`config.mk`:
```
export PLATFORM = sky130hd
export DESIGN_NAME = mod_inverse_engine
export DESIGN_NICKNAME = d
export VERILOG_FILES = /design/src/rtl/mod_inverse_pkg.sv /design/src/rtl/mod_inverse_divider.sv /design/src/rtl/mod_inverse_engine.sv
export SDC_FILE = /design/constraint.sdc
export NUM_CORES = 1
export LEC_CHECK = 0
export BUFFER_PORTS_ARGS = -buffer_cell sky130_fd_sc_hd__buf_4
export CAP_MARGIN = 20
export CELL_PAD_IN_SITES_DETAIL_PLACEMENT = 1
export CELL_PAD_IN_SITES_GLOBAL_PLACEMENT = 1
export CORE_MARGIN = 8
export CORE_UTILIZATION = 40
export DETAILED_ROUTE_END_ITERATION = 10
export PLACE_DENSITY_LB_ADDON = 0.1
export SLEW_MARGIN = 25
export SYNTH_ARGS = -nofsm -noshare
export SYNTH_HDL_FRONTEND = slang
export SYNTH_HIERARCHICAL = 1
export SYNTH_SLANG_ARGS = --single-unit
```
`constraint.sdc`:
```
create_clock -name clk -period 4.65 [get_ports clk]
set_input_delay 0.6975 -clock clk [delete_from_list [all_inputs] [get_ports clk]]
set_output_delay 0.6975 -clock clk [all_outputs]
set_load 0.01 [all_outputs]
```
`src/rtl/mod_inverse_pkg.sv`:
```
// Shared state encoding and default width for the modular-inverse engine.
package mod_inverse_pkg;

    localparam int DEFAULT_WIDTH = 8;

    typedef enum logic [2:0] {
        IDLE,
        REDUCE,
        CHECK,
        DIV,
        UPDATE,
        FIX
    } state_t;

endpackage

```
`src/rtl/mod_inverse_divider.sv`:
```
// Restoring serial divider: one quotient bit per cycle, ready pulses in the
// WIDTH-th cycle after go; quotient and remainder hold until the next go.
module mod_inverse_divider
    import mod_inverse_pkg::*;
#(
    parameter int WIDTH = DEFAULT_WIDTH
) (
    input  logic             clk,
    input  logic             rst,
    input  logic             go,
    input  logic [WIDTH-1:0] dividend,
    input  logic [WIDTH-1:0] divisor,
    output logic [WIDTH-1:0] quotient,
    output logic [WIDTH-1:0] remainder,
    output logic             ready
);

    localparam int CW = $clog2(WIDTH + 1);

    logic [WIDTH-1:0] r_quot;
    logic [WIDTH-1:0] r_rem;
    logic [WIDTH-1:0] r_den;
    logic [CW-1:0]    r_count;
    logic             r_active;
    logic             r_ready;

    logic [WIDTH-1:0] w_remIn;
    logic [WIDTH-1:0] w_quotIn;
    logic [WIDTH-1:0] w_den;
    logic [WIDTH:0]   w_trial;
    logic [WIDTH:0]   w_diff;
    logic             w_fits;

    // The go cycle already performs the first step on the fresh operands.
    assign w_remIn  = go ? '0 : r_rem;
    assign w_quotIn = go ? dividend : r_quot;
    assign w_den    = go ? divisor : r_den;
    assign w_trial  = {w_remIn, w_quotIn[WIDTH-1]};
    assign w_diff   = w_trial - {1'b0, w_den};
    assign w_fits   = ~w_diff[WIDTH];

    always_ff @(posedge clk) begin
        if (rst) begin
            r_quot   <= '0;
            r_rem    <= '0;
            r_den    <= '0;
            r_count  <= '0;
            r_active <= 1'b0;
            r_ready  <= 1'b0;
        end else begin
            r_ready <= 1'b0;
            if (go || r_active) begin
                r_quot <= {w_quotIn[WIDTH-2:0], w_fits};
                r_rem  <= w_fits ? w_diff[WIDTH-1:0] : w_trial[WIDTH-1:0];
                r_den  <= w_den;
                if (go) begin
                    r_count  <= CW'(1);
                    r_active <= (WIDTH > 1);
                    r_ready  <= (WIDTH == 1);
                end else if (r_count == CW'(WIDTH - 1)) begin
                    r_active <= 1'b0;
                    r_ready  <= 1'b1;
                end else begin
                    r_count <= r_count + CW'(1);
                end
            end
        end
    end

    assign quotient  = r_quot;
    assign remainder = r_rem;
    assign ready     = r_ready;

endmodule

```
`src/rtl/mod_inverse_engine.sv`:
```
// Sequential d = e^-1 mod L via the iterative extended Euclidean algorithm,
// sharing one serial divider between the initial reduction and every step.
module mod_inverse_engine
    import mod_inverse_pkg::*;
#(
    parameter int WIDTH = DEFAULT_WIDTH
) (
    input  logic             clk,
    input  logic             rst,
    input  logic             start,
    input  logic [WIDTH-1:0] e,
    input  logic [WIDTH-1:0] L,
    output logic             busy,
    output logic             done,
    output logic [WIDTH-1:0] d,
    output logic             no_inverse
);

    state_t                r_state;
    logic [WIDTH-1:0]      r_e;
    logic [WIDTH-1:0]      r_L;
    logic [WIDTH-1:0]      r_r0;
    logic [WIDTH-1:0]      r_r1;
    logic [WIDTH-1:0]      r_q;
    logic [WIDTH-1:0]      r_d;
    logic signed [WIDTH:0] r_t0;
    logic signed [WIDTH:0] r_t1;
    logic                  r_reduceGo;
    logic                  r_busy;
    logic                  r_done;
    logic                  r_noInverse;

    logic                  w_divGo;
    logic                  w_divReady;
    logic [WIDTH-1:0]      w_divDividend;
    logic [WIDTH-1:0]      w_divDivisor;
    logic [WIDTH-1:0]      w_quotient;
    logic [WIDTH-1:0]      w_remainder;
    logic signed [WIDTH:0] w_prod;
    logic signed [WIDTH:0] w_tNext;
    logic [WIDTH-1:0]      w_dPos;

    // Reduction divides the latched e by L (held in r0); later steps divide r0 by r1.
    assign w_divGo       = r_reduceGo || ((r_state == CHECK) && (r_r1 != '0));
    assign w_divDividend = r_reduceGo ? r_e : r_r0;
    assign w_divDivisor  = r_reduceGo ? r_r0 : r_r1;

    assign w_prod  = $signed({1'b0, r_q}) * r_t1;
    assign w_tNext = r_t0 - w_prod;
    assign w_dPos  = r_t0[WIDTH] ? (r_t0[WIDTH-1:0] + r_L) : r_t0[WIDTH-1:0];

    mod_inverse_divider #(
        .WIDTH(WIDTH)
    ) u_divider (
        .clk       (clk),
        .rst       (rst),
        .go        (w_divGo),
        .dividend  (w_divDividend),
        .divisor   (w_divDivisor),
        .quotient  (w_quotient),
        .remainder (w_remainder),
        .ready     (w_divReady)
    );

    always_ff @(posedge clk) begin
        if (rst) begin
            r_state     <= IDLE;
            r_e         <= '0;
            r_L         <= '0;
            r_r0        <= '0;
            r_r1        <= '0;
            r_q         <= '0;
            r_d         <= '0;
            r_t0        <= '0;
            r_t1        <= '0;
            r_reduceGo  <= 1'b0;
            r_busy      <= 1'b0;
            r_done      <= 1'b0;
            r_noInverse <= 1'b0;
        end else begin
            r_done <= 1'b0;
            case (r_state)
                IDLE: begin
                    if (start && !r_busy) begin
                        r_e    <= e;
                        r_L    <= L;
                        r_busy <= 1'b1;
                        // L < 2 enters CHECK with r1 = 0, so it falls into FIX with r0 = 0.
                        if (L < WIDTH'(2)) begin
                            r_r0    <= '0;
                            r_r1    <= '0;
                            r_state <= CHECK;
                        end else begin
                            r_r0       <= L;
                            r_t0       <= '0;
                            r_t1       <= (WIDTH+1)'(1);
                            r_reduceGo <= 1'b1;
                            r_state    <= REDUCE;
                        end
                    end
                end
                REDUCE: begin
                    r_reduceGo <= 1'b0;
                    if (w_divReady) begin
                        r_r1    <= w_remainder;
                        r_state <= CHECK;
                    end
                end
                CHECK: begin
                    r_state <= (r_r1 != '0) ? DIV : FIX;
                end
                DIV: begin
                    if (w_divReady) begin
                        r_q     <= w_quotient;
                        r_state <= UPDATE;
                    end
                end
                UPDATE: begin
                    r_r0    <= r_r1;
                    r_r1    <= w_remainder;
                    r_t0    <= r_t1;
                    r_t1    <= w_tNext;
                    r_state <= CHECK;
                end
                FIX: begin
                    r_done  <= 1'b1;
                    r_busy  <= 1'b0;
                    r_state <= IDLE;
                    if (r_r0 == WIDTH'(1)) begin
                        r_d         <= w_dPos;
                        r_noInverse <= 1'b0;
                    end else begin
                        r_d         <= '0;
                        r_noInverse <= 1'b1;
                    end
                end
                default: r_state <= IDLE;
            endcase
        end
    end

    assign busy       = r_busy;
    assign done       = r_done;
    assign d          = r_d;
    assign no_inverse = r_noInverse;

endmodule

```
==> reports/qor.log <==
INFO  drt            drc_violation_total_after_the_first_tritonroute_iteration=177
INFO  synthesis      synth_seq_area_share=31.4%
INFO  sta            timing.fmax=224MHz
INFO  worst_setup_path crit_path_max_incr_delay=0.54ns
INFO  synthesis      synth_cells=758
INFO  cells_and_area drive_gt1_share=10.5%
INFO  clock_network  cts_buffers=9
INFO  die            floorplan.initialDensity=40.3%
INFO  drt            detail_route.vias_per_cell=5.26
INFO  drt            drcViolationCount=0
INFO  die            floorplan.die.width=144microns
INFO  synthesis      synthDominantCellAreaShare=31.4%
INFO  place          dpl_cell_area=0.00690sqmm
INFO  place          routabilityCongestion=0.818
INFO  synthesis      flip_flop_cell_with_the_highest_count_after_synthesis=dfxtp_1
INFO  synthesis      synthArstFlopShare=0%
INFO  clock_network  clock_insertion_delay_worst_skew=0.35ns
INFO  clock_network  tritoncts=yes
INFO  global_routing antenna_found_initial=0
INFO  worst_setup_path cp.buffers_inverters=5
INFO  sta            period_share=96.2%
INFO  sta            setup-tns-final=0ns
INFO  sta            drv_slew=0
INFO  cells_and_area design.final.nets=855
INFO  clock_network  cts_hold_buf=0
INFO  sta            finalCriticalPeriod=4.47ns
INFO  worst_setup_path worst-path-max-fanout=8
INFO  worst_setup_path timing_worst_setup_path_type=flip-flop to flip-flop
INFO  sta            hold_viol=0
INFO  status         run_status=finished, final reports clean
INFO  synthesis      yosys.area.top_type=dfxtp_1
INFO  global_routing gr_busiest_metal=met2
INFO  drt            detail_route.first_pass.iterations=5
INFO  worst_hold_path hold_path.startpoint=d[1]
INFO  clock_network  post_cts_resized=0
INFO  clock_network  cts-htree-levels=3
INFO  worst_setup_path sequence_of_cells_on_the_critical_path=and2_1, fa_1, inv_1, fa_1, inv_1, ha_1, inv_1, fa_1, inv_1, fa_1, inv_1, ha_1, o21ai_0, nand2b_1, a21bo_2, or4_1, nand3_1
INFO  cells_and_area final_cell_area=0.00717sqmm
INFO  synthesis      yosysWarningCount=6
INFO  clock_network  max-clock-path-buffers=2
INFO  cells_and_area antenna_cells_inserted=0
INFO  die            rows=47
INFO  global_routing gr-usage-all-layers=18.2%
INFO  cells_and_area post_layout_nonfiller_instances=991
INFO  worst_setup_path r2r-start=r_t1[3]
INFO  die            die-area=0.0208sqmm
INFO  sta            worst_clock_skew=0.0123ns
INFO  synthesis      yosys-top-cells-area=dfxtp_1, fa_1, ha_1, nand2_1, a21oi_1
INFO  worst_hold_path holdPathStages=2
INFO  synthesis      syn-cell-area=0.00656sqmm
INFO  global_routing grt_overflow=0
INFO  clock_network  post_cts.repair.setup_buffers=0
INFO  worst_setup_path critical_path.startpoint=r_t1[3]
INFO  place          place.detailed.instances=975
INFO  global_routing grt_util_met3=3.47%
INFO  clock_network  cts.clk_slew.worst_paths=0.07ns
INFO  worst_setup_path worst-endpoint-required=4.94ns
INFO  sta            rsz0062_at_grt=false
INFO  global_routing met1_usage=21.3%
INFO  power_and_ir_drop power_leakage=2.95nW
INFO  synthesis      syn_nets=847
INFO  sta            finalSetupViolations=0
INFO  global_routing vias_in_the_first_global_route=5681
INFO  global_routing first_pass_grt_wire_length=29500microns
INFO  worst_setup_path crit_path_top_cell_by_count=inv_1
INFO  clock_network  clock-root-buffer=clkbuf_16
INFO  drt            drt-wirelength-per-cell=17.7microns
INFO  global_routing globalRouteMet2Util=32.8%
INFO  worst_setup_path crit-reg2reg-capture=r_t1[7]
INFO  worst_hold_path min_path_type=flip-flop to flip-flop
INFO  drt            num_vias=5209
INFO  die            fp.coreArea=0.0163sqmm
INFO  die            fp.dieH=144microns
INFO  sta            timing_worst_slew_pin_value=1.04ns
INFO  drt            count_of_nets_left_with_antenna_violations_after_detail_routing=0
INFO  worst_setup_path critPathCaptureType=flip-flop
INFO  place          hpwlAfterDp=13400microns
INFO  worst_hold_path timing.hold.worst_endpoint=d[1]
INFO  worst_setup_path reg2reg_setup_slack=0.18ns
INFO  synthesis      synth_edf_count=0
INFO  global_routing grt_max_degree=54
INFO  worst_setup_path critPathSlowestCell=fa_1
INFO  worst_setup_path path_delay_family=adder cells
INFO  cells_and_area synth_to_final_area_change=9.30%
INFO  worst_setup_path r2r.worst_path.cells=17
INFO  flow_run       max-cap-violations=0
INFO  worst_setup_path start_kind=flip-flop
INFO  power_and_ir_drop fin_total_pwr=2.41mW
INFO  worst_setup_path worst-endpoint-arrival=4.76ns
INFO  power_and_ir_drop power_per_cell_area=336mW/mm^2
INFO  power_and_ir_drop power.ir.vdd_worst=0.000348V
INFO  synthesis      synth_seq_cells=103
INFO  place          io_buffers=29
INFO  sta            timing.max_slew.rel_slack=30.5%
INFO  synthesis      synth_cell_type_count=61
INFO  clock_network  cts.sinks=103
INFO  drt            totalWireLength=17500microns
INFO  die            io_pins=30
INFO  synthesis      syn_avg_cell_area=8.66squm
-- placed cells by master (no fill, tap or decap), drive strengths merged, types with 4 or more instances in the layout --
cell and instances:
inv 49, a21oi 66, clkbuf 12, buf 37, nand2b 9, a211oi 7, fa 27, mux2 18
nand3b 8, xor2 11, a21o 5, nand2 94, xnor2 23, nor3 16, or4 4, mux2i 27
dfxtp 103, nor2 62, o21a 5, nor2b 13, nand3 14, o21ai 21, a22oi 20, ha 43
and2 36
-- stage by stage --
stage | hold slack, ns | worst slack, ns | utilization, %
2_1_floorplan | 0.433 | 0.425 | -
3_3_place_gp | 0.438 | 0.308 | 42.4
3_5_place_dp | 0.446 | 0.191 | 42.4
4_1_cts | 0.463 | 0.161 | 44.0
5_1_grt | 0.489 | 0.00863 | 44.0
6_report | 0.458 | 0.177 | 44.0
-- cell families after synthesis --
| logic type | Yosys count | share of synthesized area (%) |
|---|---|---|
| fa+ha+maj | 70 | 16.4 |
| xor+xnor | 34 | 4.54 |
| buf+inv | 87 | 5.99 |
| mux | 45 | 7.21 |
| compound gates | 147 | 14.4 |
| flops | 103 | 31.4 |
| simple gates | 272 | 20.1 |
-- report_power, final --
part | switching (mW) | internal (mW)
Combinational | 0.394 | 0.280
Clock | 0.343 | 0.381
Sequential | 0.0717 | 0.943
-- worst max-delay path by stage --
| stage | cells past startpoint | endpoint |
|---|---|---|
| after floorplan | 18 | r_t1[7] |
| after global placement | 17 | r_t1[7] |
| after detailed placement | 17 | r_t1[7] |
| after CTS | 17 | r_t1[7] |
| after global routing | 17 | r_t1[7] |
| final | 17 | r_t1[7] |
-- flip-flops by register name (all words and copies together) (netlist names) --
register	flops
busy	1
u_divider/quotient	8
u_divider/r_den	8
d	8
u_divider/r_active	1
r_state	3
r_L	8
r_reduceGo	1
u_divider/ready	1
r_r0	8
r_e	8
r_q	8
r_t0	9
r_r1	8
r_t1	9
no_inverse	1
done	1
u_divider/remainder	8
u_divider/r_count	4
-- cell usage after synthesis, types with 3 or more instances --
cell / count
a211o_1: 3
nor2b_1: 13
mux2i_1: 27
dfxtp_1: 103
ha_1: 43
a21o_1: 5
buf_2: 13
nor4b_1: 3
xor2_1: 11
and2_1: 36
o21a_1: 5
nor3_1: 15
a31oi_1: 3
a22oi_1: 20
nand3b_1: 8
a211oi_1: 5
mux2_2: 18
o21ai_0: 15
buf_6: 3
a21oi_1: 64
nand2_1: 94
clkbuf_1: 19
or4_1: 4
nand3_1: 14
nand4b_1: 3
nand2b_1: 9
fa_1: 27
inv_1: 47
xnor2_1: 23
nor2_1: 61
o21ai_1: 5
-- layer usage --
metal / vias to the layer above / wire, microns
li1: 2591 / -
met1: 2553 / 7680
met2: 46 / 9060
met3: 19 / 417
met4: 0 / 352
met5: - / 0
-- worst min-delay path, delay by kind of cell, from the launching register on --
family	cells	cell delay, ns
and+or+nand+nor	1	0.04
AOI/OAI and AO/OA	1	0.06
DFF	1	0.33
-- cell type report --
type | count | area, sq um
tap | 220 | 275
clock inverter | 4 | 27.5
timing repair buffer | 37 | 278
fill | 1965 | 9110
inverter | 47 | 176
multi-input combinational | 568 | 4110
sequential | 103 | 2060
clock buffer | 12 | 246
No activity file was read; power rests on OpenSTA's default activity.
